$ cat config.mk
export PLATFORM = sky130hd
export DESIGN_NAME = onehot_enc
export DESIGN_NICKNAME = d
export VERILOG_FILES = /design/src/rtl/onehot_enc_pkg.sv /design/src/rtl/onehot_enc_core.sv /design/src/rtl/onehot_enc.sv
export SDC_FILE = /design/constraint.sdc
export NUM_CORES = 1
export LEC_CHECK = 0
export CAP_MARGIN = 20
export CORE_MARGIN = 2
export CORE_UTILIZATION = 40
export DETAILED_ROUTE_END_ITERATION = 6
export GPL_ROUTABILITY_DRIVEN = 0
export HOLD_SLACK_MARGIN = 0.15
export SLEW_MARGIN = 20
export SYNTH_ARGS = -nofsm -noshare
export SYNTH_HDL_FRONTEND = slang
export SYNTH_SLANG_ARGS = --single-unit
export TNS_END_PERCENT = 30
$ cat constraint.sdc
create_clock -name clk -period 1.7 [get_ports clk]
set_input_delay 0.51 -clock clk [delete_from_list [all_inputs] [get_ports clk]]
set_output_delay 0.51 -clock clk [all_outputs]
set_load 0.01 [all_outputs]
$ cat src/rtl/onehot_enc_pkg.sv
// Shared types and constants for the one-hot encoder skid buffer.
package onehot_enc_pkg;

  typedef enum logic [1:0] {
    EMPTY = 2'd0,
    ONE   = 2'd1,
    FULL  = 2'd2
  } state_e;

  localparam int ERR_CNT_MAX = 255;

endpackage

$ cat src/rtl/onehot_enc_core.sv
// Combinational priority encoder: lowest set bit wins, err flags any non-one-hot vector.
module onehot_enc_core #(
  parameter int WIDTH = 4,
  parameter int IDXW  = $clog2(WIDTH)
) (
  input  logic [WIDTH-1:0] vec,
  output logic [IDXW-1:0]  idx,
  output logic             err
);

  // Scanning from the top down lets the lowest set bit overwrite the result last.
  always_comb begin
    idx = '0;
    for (int i = WIDTH - 1; i >= 0; i--) begin
      if (vec[i]) idx = IDXW'(i);
    end
    err = ($countones(vec) != 1);
  end

endmodule

$ cat src/rtl/onehot_enc.sv
// One-hot to binary encoder behind a 2-entry skid buffer, with a saturating error counter.
// state | meaning
// EMPTY | no entry held, out_valid low
// ONE   | head entry valid
// FULL  | head and tail valid, in_ready low
module onehot_enc
  import onehot_enc_pkg::*;
#(
  parameter int WIDTH = 4,
  parameter int IDXW  = $clog2(WIDTH)
) (
  input  logic             clk,
  input  logic             rst,
  input  logic             in_valid,
  input  logic [WIDTH-1:0] in_vec,
  output logic             in_ready,
  output logic             out_valid,
  input  logic             out_ready,
  output logic [IDXW-1:0]  out_idx,
  output logic             out_err,
  output logic [7:0]       err_cnt
);

  state_e          state_q, state_d;
  logic            in_ready_q, out_valid_q;
  logic [IDXW-1:0] head_idx_q, tail_idx_q;
  logic            head_err_q, tail_err_q;
  logic [7:0]      err_cnt_q;
  logic [IDXW-1:0] enc_idx;
  logic            enc_err;
  logic            accept, pop;

  onehot_enc_core #(.WIDTH(WIDTH), .IDXW(IDXW)) u_core (
    .vec (in_vec),
    .idx (enc_idx),
    .err (enc_err)
  );

  assign accept = in_valid & in_ready_q;
  assign pop    = out_valid_q & out_ready;

  always_comb begin
    state_d = state_q;
    case (state_q)
      EMPTY:   if (accept) state_d = ONE;
      ONE: begin
        if (accept && !pop)      state_d = FULL;
        else if (pop && !accept) state_d = EMPTY;
      end
      FULL:    if (pop) state_d = ONE;
      default: state_d = EMPTY;
    endcase
  end

  // Handshake outputs are registered from the next state so they never see out_ready.
  always_ff @(posedge clk or posedge rst) begin
    if (rst) begin
      state_q     <= EMPTY;
      in_ready_q  <= 1'b0;
      out_valid_q <= 1'b0;
      head_idx_q  <= '0;
      head_err_q  <= 1'b0;
      tail_idx_q  <= '0;
      tail_err_q  <= 1'b0;
      err_cnt_q   <= 8'd0;
    end else begin
      state_q     <= state_d;
      in_ready_q  <= (state_d != FULL);
      out_valid_q <= (state_d != EMPTY);
      case (state_q)
        EMPTY: begin
          if (accept) begin
            head_idx_q <= enc_idx;
            head_err_q <= enc_err;
          end
        end
        ONE: begin
          if (accept && pop) begin
            head_idx_q <= enc_idx;
            head_err_q <= enc_err;
          end else if (accept) begin
            tail_idx_q <= enc_idx;
            tail_err_q <= enc_err;
          end
        end
        FULL: begin
          if (pop) begin
            head_idx_q <= tail_idx_q;
            head_err_q <= tail_err_q;
          end
        end
        default: ;
      endcase
      if (accept && enc_err && (err_cnt_q != 8'(ERR_CNT_MAX))) begin
        err_cnt_q <= err_cnt_q + 8'd1;
      end
    end
  end

  assign in_ready  = in_ready_q;
  assign out_valid = out_valid_q;
  assign out_idx   = head_idx_q;
  assign out_err   = head_err_q;
  assign err_cnt   = err_cnt_q;

endmodule

# Word level (Yosys, flattened, before mapping)

Index checks and enable logic that the tools add are counted.

Input port bits: 8
Word-level logic and storage cells: 52
Register bits: 18
ROM bits: 0
Bits in latches: 0
Output and inout bits: 13
Memory bits (writable): 0
Memories kept: 0

Bitwise gates (word level): 3
Div/mod/pow operators: 0
Reductions and logical operators: 12
Shift-type cells: 0
$add $sub $neg: 4
Multipliers: 0
Equal/unequal tests: 8
Multiplexer cells: 17
Order comparisons: 0

Operators by type and width:

| cell                  | number |
|---|---|
| $add A32 B32 Y32      | 1 |
| $ne A32 B2 Y1 const B | 1 |
| $mux W2               | 11 |
| $pmux W2 S3           | 2 |
| $add A8 B1 Y8 const B | 1 |
| $ne A2 B2 Y1 const B  | 4 |
| $ne A8 B8 Y1 const B  | 1 |
| $logic_and A1 B1 Y1   | 5 |
| $add A1 B1 Y2         | 2 |
| $reduce_and A4 Y1     | 1 |
| $mux W1               | 3 |
| $pmux W1 S3           | 1 |
| $reduce_and A3 Y1     | 1 |
| $reduce_bool A3 Y1    | 1 |
| $and A1 B1 Y1         | 2 |
| $eq A2 B1 Y1 const B  | 1 |
| $eq A2 B2 Y1 const B  | 1 |
| $logic_not A1 Y1      | 2 |
| $logic_not A2 Y1      | 1 |
| $reduce_bool A2 Y1    | 1 |
| $not A1 Y1            | 1 |

# Logic depth before layout (Yosys ltp)

Gate-level depths: netlist (run 1).

Word-level depth: 7
Mapped depth: 8

# Hierarchy

From an unflattened synthesis (run 1), not the netlist that was laid out.

Cell total of the unflattened synthesis: 94
Area, all modules: 974.7 sq um

By module, submodules not included:

| module          | cells an instance | area each (sq um) | times used |
|---|---|---|---|
| onehot_enc      | 80                | 879.6             | 1 |
| onehot_enc_core | 14                | 95.1              | 1 |

# Worst setup path after synthesis (run 1)

OpenSTA, ideal clock, no wires.

Kind: input -> register
Start: in in_vec[2]
End: reg head_err_q, in the netlist out_err
Required time: 1.575 ns
Setup slack: -0.872 ns
Stages on the path: 8
Setup time: 0.125 ns
Path buffers: 1
Arrival time: 2.447 ns
Cells stage by stage: inv_1 > ha_1 > ha_1 > fa_1 > or3b_1 > buf_2 > mux2_4 > mux2_4

Longest elaborated chain between the ends: 5
Elaborated cells between the ends (all ways): 6

Ends and longest elaborated chain:

| item                                     | RTL line                           | source |
|---|---|---|
| from (decl)                              | onehot_enc.sv:15                   | `input logic [WIDTH-1:0] in_vec,` |
| $add A1 B1 Y2 (not written as such) *    | onehot_enc_core.sv:17              | `err = ($countones(vec) != 1);` |
| $add A32 B32 Y32 (not written as such) * | onehot_enc_core.sv:17              |  |
| $ne A32 B2 Y1 *                          | onehot_enc_core.sv:17              |  |
| $mux W1, on equally long branches        | onehot_enc.sv:78, onehot_enc.sv:72 |  |
| $pmux W1 S3 *                            | onehot_enc.sv:70                   | `case (state_q)` |
| to (signal assigned)                     | onehot_enc.sv:74                   | `head_err_q <= enc_err;` |
| to (signal assigned)                     | onehot_enc.sv:80                   | `head_err_q <= enc_err;` |
| to (signal assigned)                     | onehot_enc.sv:89                   | `head_err_q <= tail_err_q;` |
| to (decl)                                | onehot_enc.sv:27                   | `logic head_err_q, tail_err_q;` |

Every way passes the cells marked *; elsewhere a longest branch is shown, timed or not. The select of a mux whose other input is x is not followed.
A chain may end at the register's enable or synchronous reset.

# Worst setup path after layout (run 1)

Start: in in_vec[3]
End: reg head_err_q, in the netlist out_err

Same word-level chain as after synthesis.

==> results of run 1 <==
cell families after synthesis:
group                      count (synthesis)  share of synthesized area (%)
adders and majority gates                  7                           9.37
AOI/OAI and AO/OA                         13                           9.00
xor gates and xnor gates                   1                          0.863
and+or+nand+nor                           28                           16.4
muxes                                     15                           17.3
DFF                                       18                           44.4
buffers and inverters                      7                           2.71
per-stage QoR:
step / power, mW / util [%] / hold WS, ps / cell area [µm²]
finish: 2.03 / 62.2 / 513 / 1510
global route: 2.19 / 62.2 / 537 / 1510
CTS: 2.02 / 61.7 / 514 / 1500
detailed placement: 1.75 / 57.5 / 494 / 1400
global placement: 1.73 / 57.5 / 485 / 1400
floorplan: 1.30 / - / 449 / 1070
worst max-delay path: cells and delay by family:
kind | cells | cell delay [ps]
simple gates | 1 | 420
buf+inv | 2 | 120
mux | 2 | 520
fa+ha+maj | 3 | 800
metal layers:
layer  global-route usage (%)  part of all wire (%)
met4                     7.08                  0.52
met2                     30.1                    49
met1                     24.2                    48
met5                        0                     0
met3                     3.83                   2.4
timing repair:
item                       in CTS  in global routing
setup buffers                   3                  0
setup endpoints to repair      26                 14
gates resized for setup        57                  4
pin swaps                       9                  4
hold endpoints to repair        0                  0
cell type report:
cell class / instances / share of cell area (%)
Clock buffer: 4 / 2.40
Inverter: 6 / 2.64
Multi-Input combinational cell: 64 / 42.0
Sequential cell: 18 / 29.9
Tap cell: 30 / 2.48
Timing Repair Buffer: 34 / 20.6
flip-flops by register name, indices dropped and copies added, names as in the netlist:
| name | flops |
|---|---|
| err_cnt | 8 |
| in_ready | 1 |
| out_err | 1 |
| out_idx | 2 |
| out_valid | 1 |
| state_q | 2 |
| tail_err_q | 1 |
| tail_idx_q | 2 |
placed cells by master, fill, tap and decap left out, drive strengths merged, types with 2 or more instances in the layout:
| master | n |
|---|---|
| nor3 | 3 |
| o21a | 2 |
| nand2b | 2 |
| nand3 | 4 |
| nand2 | 4 |
| ha | 6 |
| dlygate4sd2 | 14 |
| nor2 | 3 |
| clkbuf | 4 |
| a21boi | 2 |
| o211ai | 3 |
| inv | 6 |
| and3 | 2 |
| o21ai | 4 |
| buf | 18 |
| nand4 | 2 |
| mux2 | 14 |
| dfrtp | 18 |
power by group:
| part | internal [mW] | switching (mW) |
|---|---|---|
| Sequential | 0.613 | 0.180 |
| Clock | 0.130 | 0.141 |
| Combinational | 0.561 | 0.399 |
| Total | 1.30 | 0.721 |
worst paths after layout:
kind / start / endpoint / slack, ps / cells after the start
min: out_idx[0] / out_idx[0] / 510 / 1
min in group asynchronous: rst / err_cnt[4] / 530 / 3
max in group asynchronous: rst / err_cnt[2] / 950 / 3
min reg2reg: out_idx[0] / out_idx[0] / 510 / 1
max: in_vec[3] / out_err / -490 / 8
max reg2reg: state_q[1] / out_idx[0] / 220 / 3
==> results.tsv, run 1 <==
metric	value	unit
run status	finished, violations left	
failing checks	negative setup slack	
post-route setup slack	-493	ps
multi-input logic area	636	µm²
critical setup path kind	input port to flip-flop	
Num CTS Buffers	3	
count of cell types in the netlist	30	
Area growth syn-to-layout	49.2	%
core area	0.00243	mm²
slowest CP cell	fa_2	
I/O Buffers	20	
fin crit share	129	%
Max Clock Skew	4.38	ps
PwrDens	1340	mW/mm²
Max H-tree Level	1	
die area	0.00296	mm²
Pre-antenna DRT Iters	2	
pre-CTS WS	-1470	ps
Top-Level Pins	21	
top-count cell post-synth	dfrtp_1	
fmax	456	MHz
DIE WIDTH	54.4	µm
Synth top area share	44.4	%
Routed WL	2300	µm
via count	808	
num rows	18	
Bufs on Longest Clock Path	2	
Diodes inserted	0	
TritonCTS clock tree	done	
worst-margin pin slew	304	ps
post-synthesis sequential area ratio	44.4	%
placed cells	151	
Synth Flop Type	dfrtp_1	
root buffer cell	clkbuf_4	
total clock sinks	18	
Total GRT Usage	18.6	%
WP data required	1890	ps
clk slew on worst S/H paths	110	ps
initial antenna violation count	0	
unrepaired setup endpoints after global routing	true	
vias in the first global route	842	
CP Capture Type	flip-flop	
register area	453	µm²
top cell type by total area after synthesis	dfrtp_1	
WL per Instance	14.8	µm
Commonest cells post-synth	dfrtp_1 (18), mux2_2 (12), ha_1 (6), inv_1 (6)	
Cell Count, Final, Fillers Out	156	
DRC	0	
post-route ant nets	0	
Arr. time, crit path	2380	ps
drt initial violations	8	
crit start category	input port	
synth warn	0	
max cap viols	0	
Async S/R FF share, synth	100	%
final setup vio count	10	
DIE HEIGHT	54.4	µm
Crit Path Max Fanout	6	
Fin Setup TNS	-3720	ps
Lkg Pwr	0.681	nW
nets@finish	142	
pin count of the biggest net entering global routing	19	
flops & latches, synth	18	
gr ovfl total	0	
Skew-Pair Late Insertion Delay	290	ps
worst min path class	flip-flop to flip-flop	
syn_nets	104	
Initial Util	41.7	%
Slew Limit Fails	0	
# fillers	223	
post-detail-place hpwl	1600	µm
routed vias/inst	5.18	
clock period minus worst slack	2190	ps
layout cells sized above 1	41.3	%
VDD IR-drop max	0.935	mV
number of enable flip-flop cells after synthesis	0	
first-pass GRT wire length	3860	µm
synthesized area	0.00101	mm²
synth top area cells	dfrtp_1 (44%), mux2_2 (13%), ha_1 (7.4%)	
CP cell instances	buf_12, inv_12, ha_4, ha_4, fa_2, or3b_4, mux2_4, mux2_4	
Fin. Hold Viols	0	
syn_area_per_cell	11.4	µm²
Rel. slew slack	79.7	%
crit-path max cell delay	440	ps
Hold-fix buffers, CTS	0	
instance count of the mapped netlist	89	
Power figures use the tool's default switching activity.
==> inputs of run 2 (changes only) <==
Settings changed: TNS_END_PERCENT 30 to 5.
==> results.tsv, run 2 (synthesis gave the netlist of run 1 again) <==
metric	value	unit	change
Hold-fix buffers, CTS	0		unchanged
Routed WL	2200	µm	-4.6%
Setup Buffers After CTS	0		-3
num rows	18		unchanged
layout cells sized above 1	38.9	%	-2.4 points
Top-Level Pins	21		unchanged
Bufs on Longest Clock Path	2		unchanged
Initial Util	41.7	%	unchanged
Crit Path Max Fanout	6		unchanged
Final Core Density	61.2	%	-1.0 points
fin crit share	131	%	+2.4 points
max cap viols	0		unchanged
VDD IR-drop max	1.02	mV	+9.5%
slowest CP cell	fa_1		
placed cells	152		+0.66%
PwrDens	1340	mW/mm²	+0.50%
Diodes inserted	0		unchanged
Arr. time, crit path	2430	ps	+50 ps
TritonCTS clock tree	done		
crit start category	input port		
nets@finish	142		unchanged
most frequent cells in the layout	dfrtp_1 (16), dlygate4sd2_1 (14), buf_4 (14)		
pin count of the biggest net entering global routing	19		unchanged
final setup vio count	10		unchanged
delay-heaviest family, CP	adder cells		
first-pass GRT wire length	3690	µm	-4.3%
Cell Count, Final, Fillers Out	156		unchanged
drt initial violations	10		+2
CP cell instances	buf_12, inv_12, ha_4, ha_4, fa_1, or3b_4, mux2_4, mux2_4		
post-detail-place hpwl	1570	µm	-2.0%
post-route ant nets	0		unchanged
via count	803		-0.62%
area of placed instances	0.00141	mm²	+0.54%
DRC	0		unchanged
Pre-antenna DRT Iters	4		+2
initial antenna violation count	0		unchanged
fmax	447	MHz	-1.9%
clock period minus worst slack	2230	ps	+41.6 ps
I/O Buffers	20		unchanged
Skew-Pair Late Insertion Delay	300	ps	about the same
DIE HEIGHT	54.4	µm	unchanged
Slew Limit Fails	0		unchanged
critical setup path kind	input port to flip-flop		
Num CTS Buffers	3		unchanged
clk slew on worst S/H paths	120	ps	about the same
internal reg-to-reg setup slack	180	ps	-40 ps
Area growth syn-to-layout	46.7	%	
Rel. slew slack	80.5	%	+0.78 points
CP Capture Type	flip-flop		
commonest non-fill, non-tap cell in the layout	dfrtp_1		
unrepaired setup endpoints after global routing	true		
Lkg Pwr	0.671	nW	-1.5%
Total GRT Usage	17.4	%	-1.2 points
routed vias/inst	5.15		-0.62%
post-route setup slack	-535	ps	-41.6 ps
DIE WIDTH	54.4	µm	unchanged
total clock sinks	18		unchanged
gr ovfl total	0		unchanged
worst min path class	input port to asynchronous set/reset pin		
Fin. Hold Viols	0		unchanged
run status	finished, violations left		
Final Total Pwr	2.00	mW	-1.2%
vias in the first global route	837		-0.59%
failing checks	negative setup slack		
WL per Instance	14.1	µm	-4.6%
Max Clock Skew	12.0	ps	+7.60 ps
worst-margin pin slew	293	ps	-11.6 ps
Min Hold Slack	512	ps	-0.645 ps
die area	0.00296	mm²	unchanged
core area	0.00243	mm²	unchanged
root buffer cell	clkbuf_4		
flip-flop count of the largest register after layout	8		unchanged
final instance area	0.00149	mm²	-1.7%
Fin Setup TNS	-3560	ps	+155 ps
pre-CTS WS	-1480	ps	-9.14 ps
Max H-tree Level	1		unchanged
WP data required	1890	ps	about the same
Buf/Inv on CP	2		unchanged
crit-path max cell delay	470	ps	+30 ps
[run 2: changes by cell type in the layout (fill, tap and decap cells not counted), sizes merged]
cell / before / now
clkdlybuf4s50: 1 / 2
dlymetal6s2s: 1 / 0
[run 2: final cells by class]
cell class	count	area (µm²)
Timing Repair Buffer	34	299
Inverter	6	37.5
Tap cell	30	37.5
Fill cell	214	943
Clock buffer	4	36.3
Sequential cell	18	453
Multi-Input combinational cell	64	626
[run 2: worst reg2reg max path, cell delays in order (launching register included)]
cell and delay (ps):
dfrtp_1 450, ha_1 240, nand3_1 170, nor3_4 200
mux2_2 340
[run 2: path summary, 6_finish.rpt]
| kind | startpoint | end | depth (start not counted) |
|---|---|---|---|
| max in group asynchronous | rst | err_cnt[2] | 3 |
| max | in_vec[3] | out_err | 8 |
| min reg2reg | out_idx[0] | out_idx[0] | 1 |
| min | rst | out_valid | 3 |
| max reg2reg | err_cnt[0] | err_cnt[4] | 4 |
| min in group clk | out_idx[0] | out_idx[0] | 1 |
[run 2: repair_timing]
action / CTS / global route
resized for setup: 44 / 7
pin swaps: 7 / 4
endpoints found under the setup margin: 26 / 12
[run 2: per-layer routing]
metal,global-route usage (%),part of all wire (%)
met3,2.46,3.0
met2,29.3,48
met1,22.4,47
met5,0,0
met4,6.25,1.6
[run 2: power by group]
| group | total, mW | switching, mW | internal (mW) |
|---|---|---|---|
| clock | 0.280 | 0.149 | 0.131 |
| sequential | 0.794 | 0.181 | 0.613 |
| combinational | 0.928 | 0.397 | 0.530 |
==> inputs of run 3 (changes only) <==
Settings changed: REMOVE_ABC_BUFFERS set to 1.
==> results.tsv, run 3 (synthesis gave the netlist of run 1 again) <==
metric	value	unit	change
run status	finished, violations left		
failing checks	negative setup slack		
WL per Instance	14.5	µm	+2.9%
fin crit share	131	%	about the same
pin count of the biggest net entering global routing	19		unchanged
Slew Limit Fails	0		unchanged
final setup vio count	11		+1
total clock sinks	18		unchanged
worst min path class	flip-flop to flip-flop		
DRC	0		unchanged
delay-heaviest family, CP	adder cells		
DIE WIDTH	54.4	µm	unchanged
WP data required	1910	ps	+20 ps
Crit Path Max Fanout	6		unchanged
Routed WL	2290	µm	+4.2%
initial antenna violation count	0		unchanged
Lkg Pwr	0.675	nW	+0.49%
Max H-tree Level	1		unchanged
clk slew on worst S/H paths	120	ps	about the same
Max Clock Skew	9.99	ps	-1.99 ps
crit start category	input port		
nets@finish	144		+1.4%
gr ovfl total	0		unchanged
Fin. Hold Viols	0		unchanged
post-route ant nets	0		unchanged
unrepaired setup endpoints after global routing	true		
Skew-Pair Late Insertion Delay	300	ps	about the same
flip-flop count of the largest register after layout	8		unchanged
critical setup path kind	input port to flip-flop		
most frequent cells in the layout	dfrtp_1 (17), buf_4 (16), dlygate4sd2_1 (13)		
Cell Count, Final, Fillers Out	158		+1.3%
fmax	447	MHz	about the same
placed cells	153		+0.66%
I/O Buffers	20		unchanged
Bufs on Longest Clock Path	2		unchanged
layout cells sized above 1	39.1	%	+0.17 points
CP Capture Type	flip-flop		
slowest CP cell	fa_1		
VDD IR-drop max	0.853	mV	-17%
num rows	18		unchanged
core area	0.00243	mm²	unchanged
Arr. time, crit path	2440	ps	about the same
Total GRT Usage	18.7	%	+1.3 points
routed vias/inst	5.23		+1.7%
die area	0.00296	mm²	unchanged
Critical Path Source	in_vec[3]		
Initial Util	41.7	%	unchanged
Fin Setup TNS	-3960	ps	-401 ps
vias in the first global route	835		-0.24%
Rel. slew slack	78.6	%	-1.8 points
post-route setup slack	-535	ps	-0.673 ps
post-detail-place hpwl	1570	µm	about the same
Min Hold Slack	514	ps	+2.55 ps
Buf/Inv on CP	2		unchanged
max cap viols	0		unchanged
first-pass GRT wire length	3870	µm	+4.8%
root buffer cell	clkbuf_4		
Hold-fix buffers, CTS	0		unchanged
clock period minus worst slack	2240	ps	+0.673 ps
Diodes inserted	0		unchanged
TritonCTS clock tree	done		
crit-path max cell delay	480	ps	about the same
Pre-antenna DRT Iters	5		+1
pre-CTS WS	-1420	ps	+60.7 ps
CP cell instances	buf_8, inv_4, ha_4, ha_4, fa_1, or3b_4, mux2_4, mux2_4		
Final Total Pwr	2.02	mW	+0.69%
worst-margin pin slew	320	ps	+27.7 ps
Num CTS Buffers	3		unchanged
Area growth syn-to-layout	46.1	%	
drt initial violations	17		+7
reg2reg start	state_q[1]		
Worst Hold Launch	out_idx[1]		
via count	827		+3.0%
commonest non-fill, non-tap cell in the layout	dfrtp_1		
Top-Level Pins	21		unchanged
PwrDens	1360	mW/mm²	+1.1%
DIE HEIGHT	54.4	µm	unchanged
## run 3: per-stage QoR
step / instance area (µm²) / utilization (%)
after floorplan: 1010 / -
after global placement: 1360 / 55.9
after detailed placement: 1360 / 55.9
after CTS: 1470 / 60.3
after global routing: 1480 / 61.0
final: 1480 / 61.0
## run 3: routing by layer
| layer | wire length (µm) | track usage, % | share of wire, % | up-vias |
|---|---|---|---|---|
| met5 | 0 | 0 | 0 | - |
| met4 | 10 | 7.50 | 0.44 | 0 |
| met3 | 69 | 2.46 | 3.0 | 2 |
| met2 | 1130 | 29.9 | 49 | 17 |
| met1 | 1080 | 25.5 | 47 | 403 |
| li1 | - | - | - | 405 |
## run 3: cell type report
cell class | count | area, µm²
Timing Repair Buffer | 36 | 307
Inverter | 6 | 27.5
Sequential cell | 18 | 452
Tap cell | 30 | 37.5
Clock buffer | 4 | 36.3
Fill cell | 217 | 950
Multi-Input combinational cell | 64 | 623
## run 3: report_power, final
part	leakage (nW)	switching (mW)	internal [mW]
sequential	0.213	0.180	0.610
combinational	0.441	0.387	0.555
clock	0.0210	0.152	0.131
total	0.675	0.720	1.30
## run 3: final timing paths
| check | to | slack [ps] | cells past startpoint |
|---|---|---|---|
| worst max register to register | out_idx[0] | 200 | 3 |
| min in group asynchronous | out_err | 530 | 3 |
| worst min-delay path | out_idx[1] | 510 | 1 |
| worst min register to register | out_idx[1] | 510 | 1 |
| worst max-delay path | out_err | -540 | 8 |
| max in group asynchronous | err_cnt[2] | 950 | 3 |
## run 3: what timing repair did
action | 4_1_cts | 5_1_grt
pin swaps | 7 | 0
gates resized for setup | 49 | 3
buffers inserted | 1 | 0
setup endpoints to repair | 26 | 12
cloned | 0 | 0
## run 3: worst reg2reg max path, stage by stage, from the launching register on
cell and delay [ps]:
dfrtp_1 460, nand2b_1 280, mux2_2 380, mux2_2 270
